===== config.mk =====
export PLATFORM = sky130hd
export DESIGN_NAME = accum_drain_ctrl
export DESIGN_NICKNAME = d
export VERILOG_FILES = /design/src/rtl/accum_drain_ctrl.sv
export SDC_FILE = /design/constraint.sdc
export NUM_CORES = 1
export LEC_CHECK = 0
export ABC_AREA = 1
export CORE_MARGIN = 10
export CORE_UTILIZATION = 48
export CTS_CLUSTER_SIZE = 14
export DETAILED_ROUTE_END_ITERATION = 6
export DONT_BUFFER_PORTS = 1
export GPL_TIMING_DRIVEN = 0
export REMOVE_ABC_BUFFERS = 1
export SLEW_MARGIN = 20
export SYNTH_ARGS = -nofsm -noshare
export SYNTH_HDL_FRONTEND = slang
export SYNTH_SLANG_ARGS = --single-unit

===== constraint.sdc =====
create_clock -name clk -period 4.19 [get_ports clk]
set_input_delay 0.419 -clock clk [delete_from_list [all_inputs] [get_ports clk]]
set_output_delay 0.419 -clock clk [all_outputs]
set_load 0.02 [all_outputs]

===== src/rtl/accum_drain_ctrl.sv =====
// -----------------------------------------------------------------------------
// accum_drain_ctrl
//
// Read-side (drain) controller for the FP16 accumulator memory. A start
// command launches a burst of sequential reads from base_addr. The
// accumulator has a one-cycle registered read latency, so each returning
// word lands in a small 2-entry output FIFO one cycle after its read was
// issued. Words leave on a valid/ready stream, optionally clamped by ReLU.
//
// Reads are throttled by a credit rule. Words already buffered plus the one
// read in flight, minus any word leaving this cycle, must stay below the FIFO
// depth. As a result a returning word always finds a free slot, even when
// out_ready is low.
//
// Ports
//   clk          clock, all state on rising edge
//   reset        asynchronous, active-high reset
//   start        command strobe, honoured only while busy=0
//   base_addr    first accumulator address of the burst
//   count        words to drain, 0..ACCUM_SIZE
//   relu_en      clamp negative words to zero for this burst
//   busy         command in progress (ISSUE/DRAIN)
//   done         one-cycle pulse at burst completion
//   acc_rd_en    accumulator read enable
//   acc_rd_addr  accumulator read address (holds last value when idle)
//   acc_rd_data  accumulator read data, valid the cycle after acc_rd_en
//   out_valid    out_data valid
//   out_ready    downstream accept
//   out_data     FP16 result
//   out_last     final word of the burst
// -----------------------------------------------------------------------------
module accum_drain_ctrl #(
   parameter  int ACCUM_SIZE = 1024,
   // Output buffer depth. Only 2 is supported: the FIFO uses 1-bit pointers.
   parameter  int FIFO_DEPTH = 2,
   localparam int AW         = $clog2(ACCUM_SIZE)
) (
   input  logic          clk,
   input  logic          reset,
   input  logic          start,
   input  logic [AW-1:0] base_addr,
   input  logic [AW:0]   count,
   input  logic          relu_en,
   output logic          busy,
   output logic          done,
   output logic          acc_rd_en,
   output logic [AW-1:0] acc_rd_addr,
   input  logic [15:0]   acc_rd_data,
   output logic          out_valid,
   input  logic          out_ready,
   output logic [15:0]   out_data,
   output logic          out_last
);

   typedef enum logic [1:0] {
      S_IDLE  = 2'd0,
      S_ISSUE = 2'd1,
      S_DRAIN = 2'd2,
      S_DONE  = 2'd3
   } state_t;

   // One buffered output word together with its end-of-burst marker.
   typedef struct packed {
      logic        last;
      logic [15:0] data;
   } entry_t;

   state_t        state_q, state_d;

   // Latched command and burst progress.
   logic [AW-1:0] addr_q;        // next address to read
   logic [AW:0]   rem_q;         // reads still to issue
   logic          relu_q;
   logic [AW-1:0] last_addr_q;   // last issued address, shown while idle

   // Read in flight: issued last cycle, data is on acc_rd_data now.
   logic          inflight_q;
   logic          inflight_last_q;

   // 2-entry output FIFO.
   entry_t        fifo_mem [2];
   logic          wr_ptr_q, rd_ptr_q;
   logic [1:0]    fifo_cnt_q;

   logic          cmd_accept;
   logic          issue;
   logic          credit;
   logic          push;
   logic          pop;
   logic [2:0]    occupancy;
   logic [2:0]    capacity;
   logic [AW-1:0] addr_inc;
   entry_t        push_entry;
   entry_t        head;

   // -------------------------------------------------------------------------
   // Handshake and credit
   // -------------------------------------------------------------------------
   // A start is honoured in IDLE and also in the DONE cycle, so bursts can
   // run back to back without an extra idle cycle.
   assign cmd_accept = start && ((state_q == S_IDLE) || (state_q == S_DONE));

   assign out_valid  = (fifo_cnt_q != 2'd0);
   assign pop        = out_valid && out_ready;
   assign push       = inflight_q;

   // The comparison occupancy - pop < depth is rewritten as
   // occupancy < depth + pop. This keeps the arithmetic unsigned.
   // The pop term makes issue depend combinationally on out_ready. That lets
   // a full FIFO that is being drained keep issuing without a bubble.
   assign occupancy  = {1'b0, fifo_cnt_q} + {2'b00, inflight_q};
   assign capacity   = 3'(FIFO_DEPTH) + {2'b00, pop};
   assign credit     = (occupancy < capacity);

   // ISSUE is only ever entered with rem_q > 0, so credit is the only gate.
   assign issue      = (state_q == S_ISSUE) && credit;

   // Explicit wrap, so a non-power-of-two depth also wraps correctly.
   assign addr_inc   = (addr_q == AW'(ACCUM_SIZE - 1)) ? '0 : addr_q + 1'b1;

   // -------------------------------------------------------------------------
   // FSM: state register
   // -------------------------------------------------------------------------
   always_ff @(posedge clk or posedge reset) begin
      if (reset) state_q <= S_IDLE;
      else       state_q <= state_d;
   end

   // -------------------------------------------------------------------------
   // FSM: next state
   // -------------------------------------------------------------------------
   always_comb begin
      state_d = state_q;
      case (state_q)
         S_IDLE, S_DONE: begin
            if (cmd_accept)
               state_d = (count == '0) ? S_DONE : S_ISSUE;
            else
               state_d = S_IDLE;
         end
         S_ISSUE: begin
            if (issue && (rem_q == (AW+1)'(1)))
               state_d = S_DRAIN;
         end
         S_DRAIN: begin
            // The last word cannot leave before the FSM reaches DRAIN.
            // It is issued in ISSUE and needs at least two more edges to
            // reach the FIFO head.
            if (pop && head.last)
               state_d = S_DONE;
         end
         default: state_d = S_IDLE;
      endcase
   end

   // -------------------------------------------------------------------------
   // FSM: outputs
   // -------------------------------------------------------------------------
   always_comb begin
      busy        = 1'b0;
      done        = 1'b0;
      acc_rd_en   = 1'b0;
      acc_rd_addr = last_addr_q;
      case (state_q)
         S_ISSUE: begin
            busy = 1'b1;
            if (issue) begin
               acc_rd_en   = 1'b1;
               acc_rd_addr = addr_q;
            end
         end
         S_DRAIN: busy = 1'b1;
         S_DONE:  done = 1'b1;
         default: ;
      endcase
   end

   // -------------------------------------------------------------------------
   // Command latch and address/count progress
   // -------------------------------------------------------------------------
   always_ff @(posedge clk or posedge reset) begin
      if (reset) begin
         addr_q      <= '0;
         rem_q       <= '0;
         relu_q      <= 1'b0;
         last_addr_q <= '0;
      end else if (cmd_accept) begin
         addr_q <= base_addr;
         rem_q  <= count;
         relu_q <= relu_en;
      end else if (issue) begin
         addr_q      <= addr_inc;
         rem_q       <= rem_q - 1'b1;
         last_addr_q <= addr_q;
      end
   end

   // -------------------------------------------------------------------------
   // Read-latency tracking
   // -------------------------------------------------------------------------
   // The end-of-burst marker travels with the read so the FIFO entry can
   // carry it. No separate output-side counter is needed.
   always_ff @(posedge clk or posedge reset) begin
      if (reset) begin
         inflight_q      <= 1'b0;
         inflight_last_q <= 1'b0;
      end else begin
         inflight_q      <= issue;
         inflight_last_q <= issue && (rem_q == (AW+1)'(1));
      end
   end

   // -------------------------------------------------------------------------
   // Output FIFO
   // -------------------------------------------------------------------------
   // Sign bit set means negative, -0, or negative NaN/Inf. All of these
   // clamp to +0.
   always_comb begin
      push_entry.last = inflight_last_q;
      push_entry.data = (relu_q && acc_rd_data[15]) ? 16'h0000 : acc_rd_data;
   end

   always_ff @(posedge clk or posedge reset) begin
      if (reset) begin
         fifo_mem[0] <= '0;
         fifo_mem[1] <= '0;
         wr_ptr_q    <= 1'b0;
         rd_ptr_q    <= 1'b0;
         fifo_cnt_q  <= 2'd0;
      end else begin
         if (push) begin
            fifo_mem[wr_ptr_q] <= push_entry;
            wr_ptr_q           <= ~wr_ptr_q;
         end
         if (pop)
            rd_ptr_q <= ~rd_ptr_q;
         fifo_cnt_q <= fifo_cnt_q + {1'b0, push} - {1'b0, pop};
      end
   end

   assign head = fifo_mem[rd_ptr_q];

   // Gate with out_valid so no stale entry ever shows up on the bus.
   assign out_data = out_valid ? head.data : 16'h0000;
   assign out_last = out_valid && head.last;

endmodule


==> parameters.txt <==
Parameter                              Value

Final layout
  Area of all sequential standard cells    around 1900 um2
  Final design area excluding fillers    4320 um2
  Number of nets at the end of the flow    555
  Filler instances    just over 800
  Area occupied by multi-input gates    1870 um2
  Number of antenna cells inserted    0
  Syn-to-layout area delta    7.68%
  Fraction of final layout cells sized beyond drive strength 1    0.114

Routing
  Ratio of routed vias to standard cells    5.12
  Routed metal-1 wire length    ~4.2 mm
  Total number of vias    between 3,000 and 4,000
  TritonRoute pass-1 iters    4
  Count of nets left with antenna violations after detail routing    0
  Highest metal layer with signal wires    met4
  Total Routed Length    9.48 mm
  Wire length per cell after detailed routing    between 15 and 20 um
  DR DRC count    0
  Sum of met2 wire segment lengths after detailed routing    4.49 mm
  Total met3 wirelength after detailed routing    just over 700 um
  Number of design-rule violations left by the first detailed-router iteration    145

Logic synthesis
  Area share of the leading cell type in the synthesized netlist    0.462
  Cell count after synthesis    509
  Distinct cells, synth    35
  Share of async-settable or async-resettable flops after synthesis    1.00
  Post-synth top area cell    sky130_fd_sc_hd__dfrtp_1
  Most repeated cell in the gate-level netlist after synthesis    sky130_fd_sc_hd__nand2_1
  Syn_area_per_cell    7.88 um2
  Number of warnings printed during yosys synthesis    0
  Number of synthesized flops with an enable pin    0
  Most area-consuming cells after synthesis    sky130_fd_sc_hd__dfrtp_1 (46%), sky130_fd_sc_hd__nand2_1 (16%), sky130_fd_sc_hd__o21ai_0 (6.6%)
  Dominant register cell in the synthesized netlist    sky130_fd_sc_hd__dfrtp_1
  Register bit total from synthesis    between 70 and 80
  Commonest cells in the netlist    sky130_fd_sc_hd__nand2_1 (176), sky130_fd_sc_hd__dfrtp_1 (74), sky130_fd_sc_hd__o21ai_0 (53)
  Netlist area before placement    around 4000 um2
  Sequential fraction of the synthesis area    0.462

Timing
  Worst-case setup margin in the final layout    1.55 ns
  Maximum clock rate    about 0.38 GHz
  Final Max Tran Viols    0
  Layout Skew    0.0166 ns
  Post-route fraction of the period consumed by the critical path    0.631
  Max_slew headroom    0.338
  Count of endpoints failing setup in the final report    0
  Worst Max-Slew Pin Slew    0.990 ns
  RSZ-0062 raised after global routing    no
  Final hold violations    0
  Total negative slack for setup checks    0 ns
  Min Clock Period, post-route    2.64 ns

GRT
  Total grt overflow    0
  Number of antenna violations at the first check in global routing    0
  Vias in the first global route    about 3,000
  First-pass GRT wire length    15.8 mm
  Overall track demand over capacity in global routing    0.154
  Pin count of the biggest net entering global routing    47

Critical path
  Flop-to-flop setup slack    about 1.8 ns
  FF-to-FF path depth    8
  Arrival time at the worst endpoint    2.22 ns
  Critical-path top delay cell    sky130_fd_sc_hd__dfrtp_1
  Reg2reg end    rem_q[0]
  CP max stage delay    0.80 ns
  Critical path endpoint category    output port
  Worst path required time    3.77 ns
  Top fanout value on the critical path    19
  Critical path startpoint category    flip-flop
  Worst setup path category    reg -> out
  Source of the worst register-to-register timing path    state_q[0]
  Crit path cell chain    clkinv_1, nand2_1, a21oi_1

Place
  Port-buffer cells    0
  Worst slack at placement    approximately 1.8 ns
  DP Wirelength    6.45 mm
  Final RePlAce weighted congestion    0.823
  Placed Instance Area    4060 um2

Floorplanning
  Die Y-Extent    111 um
  Number of core rows    33
  Count of boundary I/O pins    73
  Core region area    8180 um2
  Total die area    12,400 um2
  Die W    ~110 um
  Initial core utilization    0.490

Power
  Power density of the placed cells    874 nW/um2
  Flop pwr share    0.345
  Net switching power of the design    1.80 mW
  Worst-case vdd ir drop    ~320 uV
  Leakage power of the design    2.12 nW
  Logic gate share of total power    0.473
  Internal power component    1.98 mW
  Power, Total    between 3 and 4 mW
  Clock network fraction of design power    0.183
  Proportion of total power due to net switching    0.476

CTS
  TritonCTS clock tree    built
  Number of levels in the clock H-tree    3
  Root buf cell    sky130_fd_sc_hd__clkbuf_8
  Clock latency on the worst-skew pair    0.36 ns
  Max clock buf depth    2
  CTS clk-pin slew, worst paths    approximately 0.09 ns
  Cts bufs inserted    9
  Clock sink count    74
  Count of instances resized after the clock tree is built    0

Worst hold path
  Hold path start    relu_en
  Cells on Worst Hold Path    2
  Type of the worst min-delay path    in -> reg
  End point of the worst hold path    relu_q

Status
  Status    completed

Job
  Max-capacitance violation count    0
[layout make-up]
class	count	share of cell area
well taps	105	0.0304
flip-flops and latches	74	0.429
repair buffers	2	0.00870
clock buffers	10	0.0296
multi-input cells	369	0.434
clock inverters	6	0.0267
inverters	47	0.0414
[power groups by stage]
stage                     clock network [mW]  registers, mW  logic (mW)
after floorplan                            0           1.25        1.48
final                                  0.690           1.30        1.78
after CTS                              0.701           1.30        1.83
after global placement                     0           1.30        1.78
after global routing                   0.738           1.35        2.05
after detailed placement                   0           1.31        1.82
[cells in the final DEF, fill, tap and decap left out, types with 4 or more instances in the layout]
master / synthesis / layout
sky130_fd_sc_hd__nand2_2: 11 / 11
sky130_fd_sc_hd__nand3_1: 29 / 29
sky130_fd_sc_hd__nor2_1: 21 / 21
sky130_fd_sc_hd__inv_1: 40 / 39
sky130_fd_sc_hd__inv_2: 6 / 6
sky130_fd_sc_hd__nand4_1: 4 / 4
sky130_fd_sc_hd__a21oi_1: 20 / 20
sky130_fd_sc_hd__xor2_1: 6 / 6
sky130_fd_sc_hd__clkbuf_8: 0 / 9
sky130_fd_sc_hd__dfrtp_1: 74 / 74
sky130_fd_sc_hd__o21ai_0: 53 / 53
sky130_fd_sc_hd__ha_1: 10 / 10
sky130_fd_sc_hd__o21ai_2: 10 / 10
sky130_fd_sc_hd__o211ai_1: 5 / 5
sky130_fd_sc_hd__nand2_1: 176 / 176
[logic make-up (layout without fill, tap and decap cells)]
kind of cell / Yosys count / count (layout) / synth area share
AND/OR/NAND/NOR: 255 / 255 / 0.278
buffers and inverters: 66 / 65 / 0.0705
adder cells (fa/ha/maj): 10 / 10 / 0.0312
flip-flops: 74 / 74 / 0.462
AO/OA/AOI/OAI: 94 / 94 / 0.135
XOR/XNOR: 8 / 8 / 0.0175
multiplexers: 2 / 2 / 0.00499
[flip-flops by register name (all words and copies together) (netlist names)]
register and flops:
rem_q 11, wr_ptr_q 1, inflight_last_q 1, rd_ptr_q 1, state_q 2, fifo_mem 34, relu_q 1, last_addr_q 10
addr_q 10, fifo_cnt_q 2, inflight_q 1
[metal layers]
layer  up-vias  global-route usage
li1       1620                   -
met1      1432               0.199
met2        83               0.239
met3         5              0.0548
met4         0              0.0420
met5         -                   0
[worst max-delay path, delay by kind of cell, from the launching register on]
family                 cells  cell delay, ns
and+or+nand+nor            1            0.21
DFF                        1            0.80
buffers and inverters      1            0.66
AOI/OAI and AO/OA          1            0.19
[worst max-delay path by stage]
stage / from / endpoint / slack, ns
final: rd_ptr_q / out_data[5] / 1.55
after global routing: rd_ptr_q / out_data[2] / 1.30
after global placement: reset / rem_q[6] / 0.98
after floorplan: reset / addr_q[0] / 1.89
after detailed placement: state_q[0] / rem_q[0] / 1.76
after CTS: rd_ptr_q / out_data[5] / 1.45
[stage by stage]
stage,util,hold slack [ns],cells
2_1_floorplan,-,0.437,490
3_3_place_gp,0.493,0.449,595
3_5_place_dp,0.497,0.319,596
4_1_cts,0.528,0.170,613
5_1_grt,0.528,0.166,613
6_report,0.528,0.188,613
[repair_timing]
| item | in CTS | in global routing |
|---|---|---|
| hold buffers | 1 | 0 |
| setup buffers | 0 | 0 |
| endpoints found under the hold margin | 28 | 0 |
Note: power is estimated with default switching activity, not from simulation.
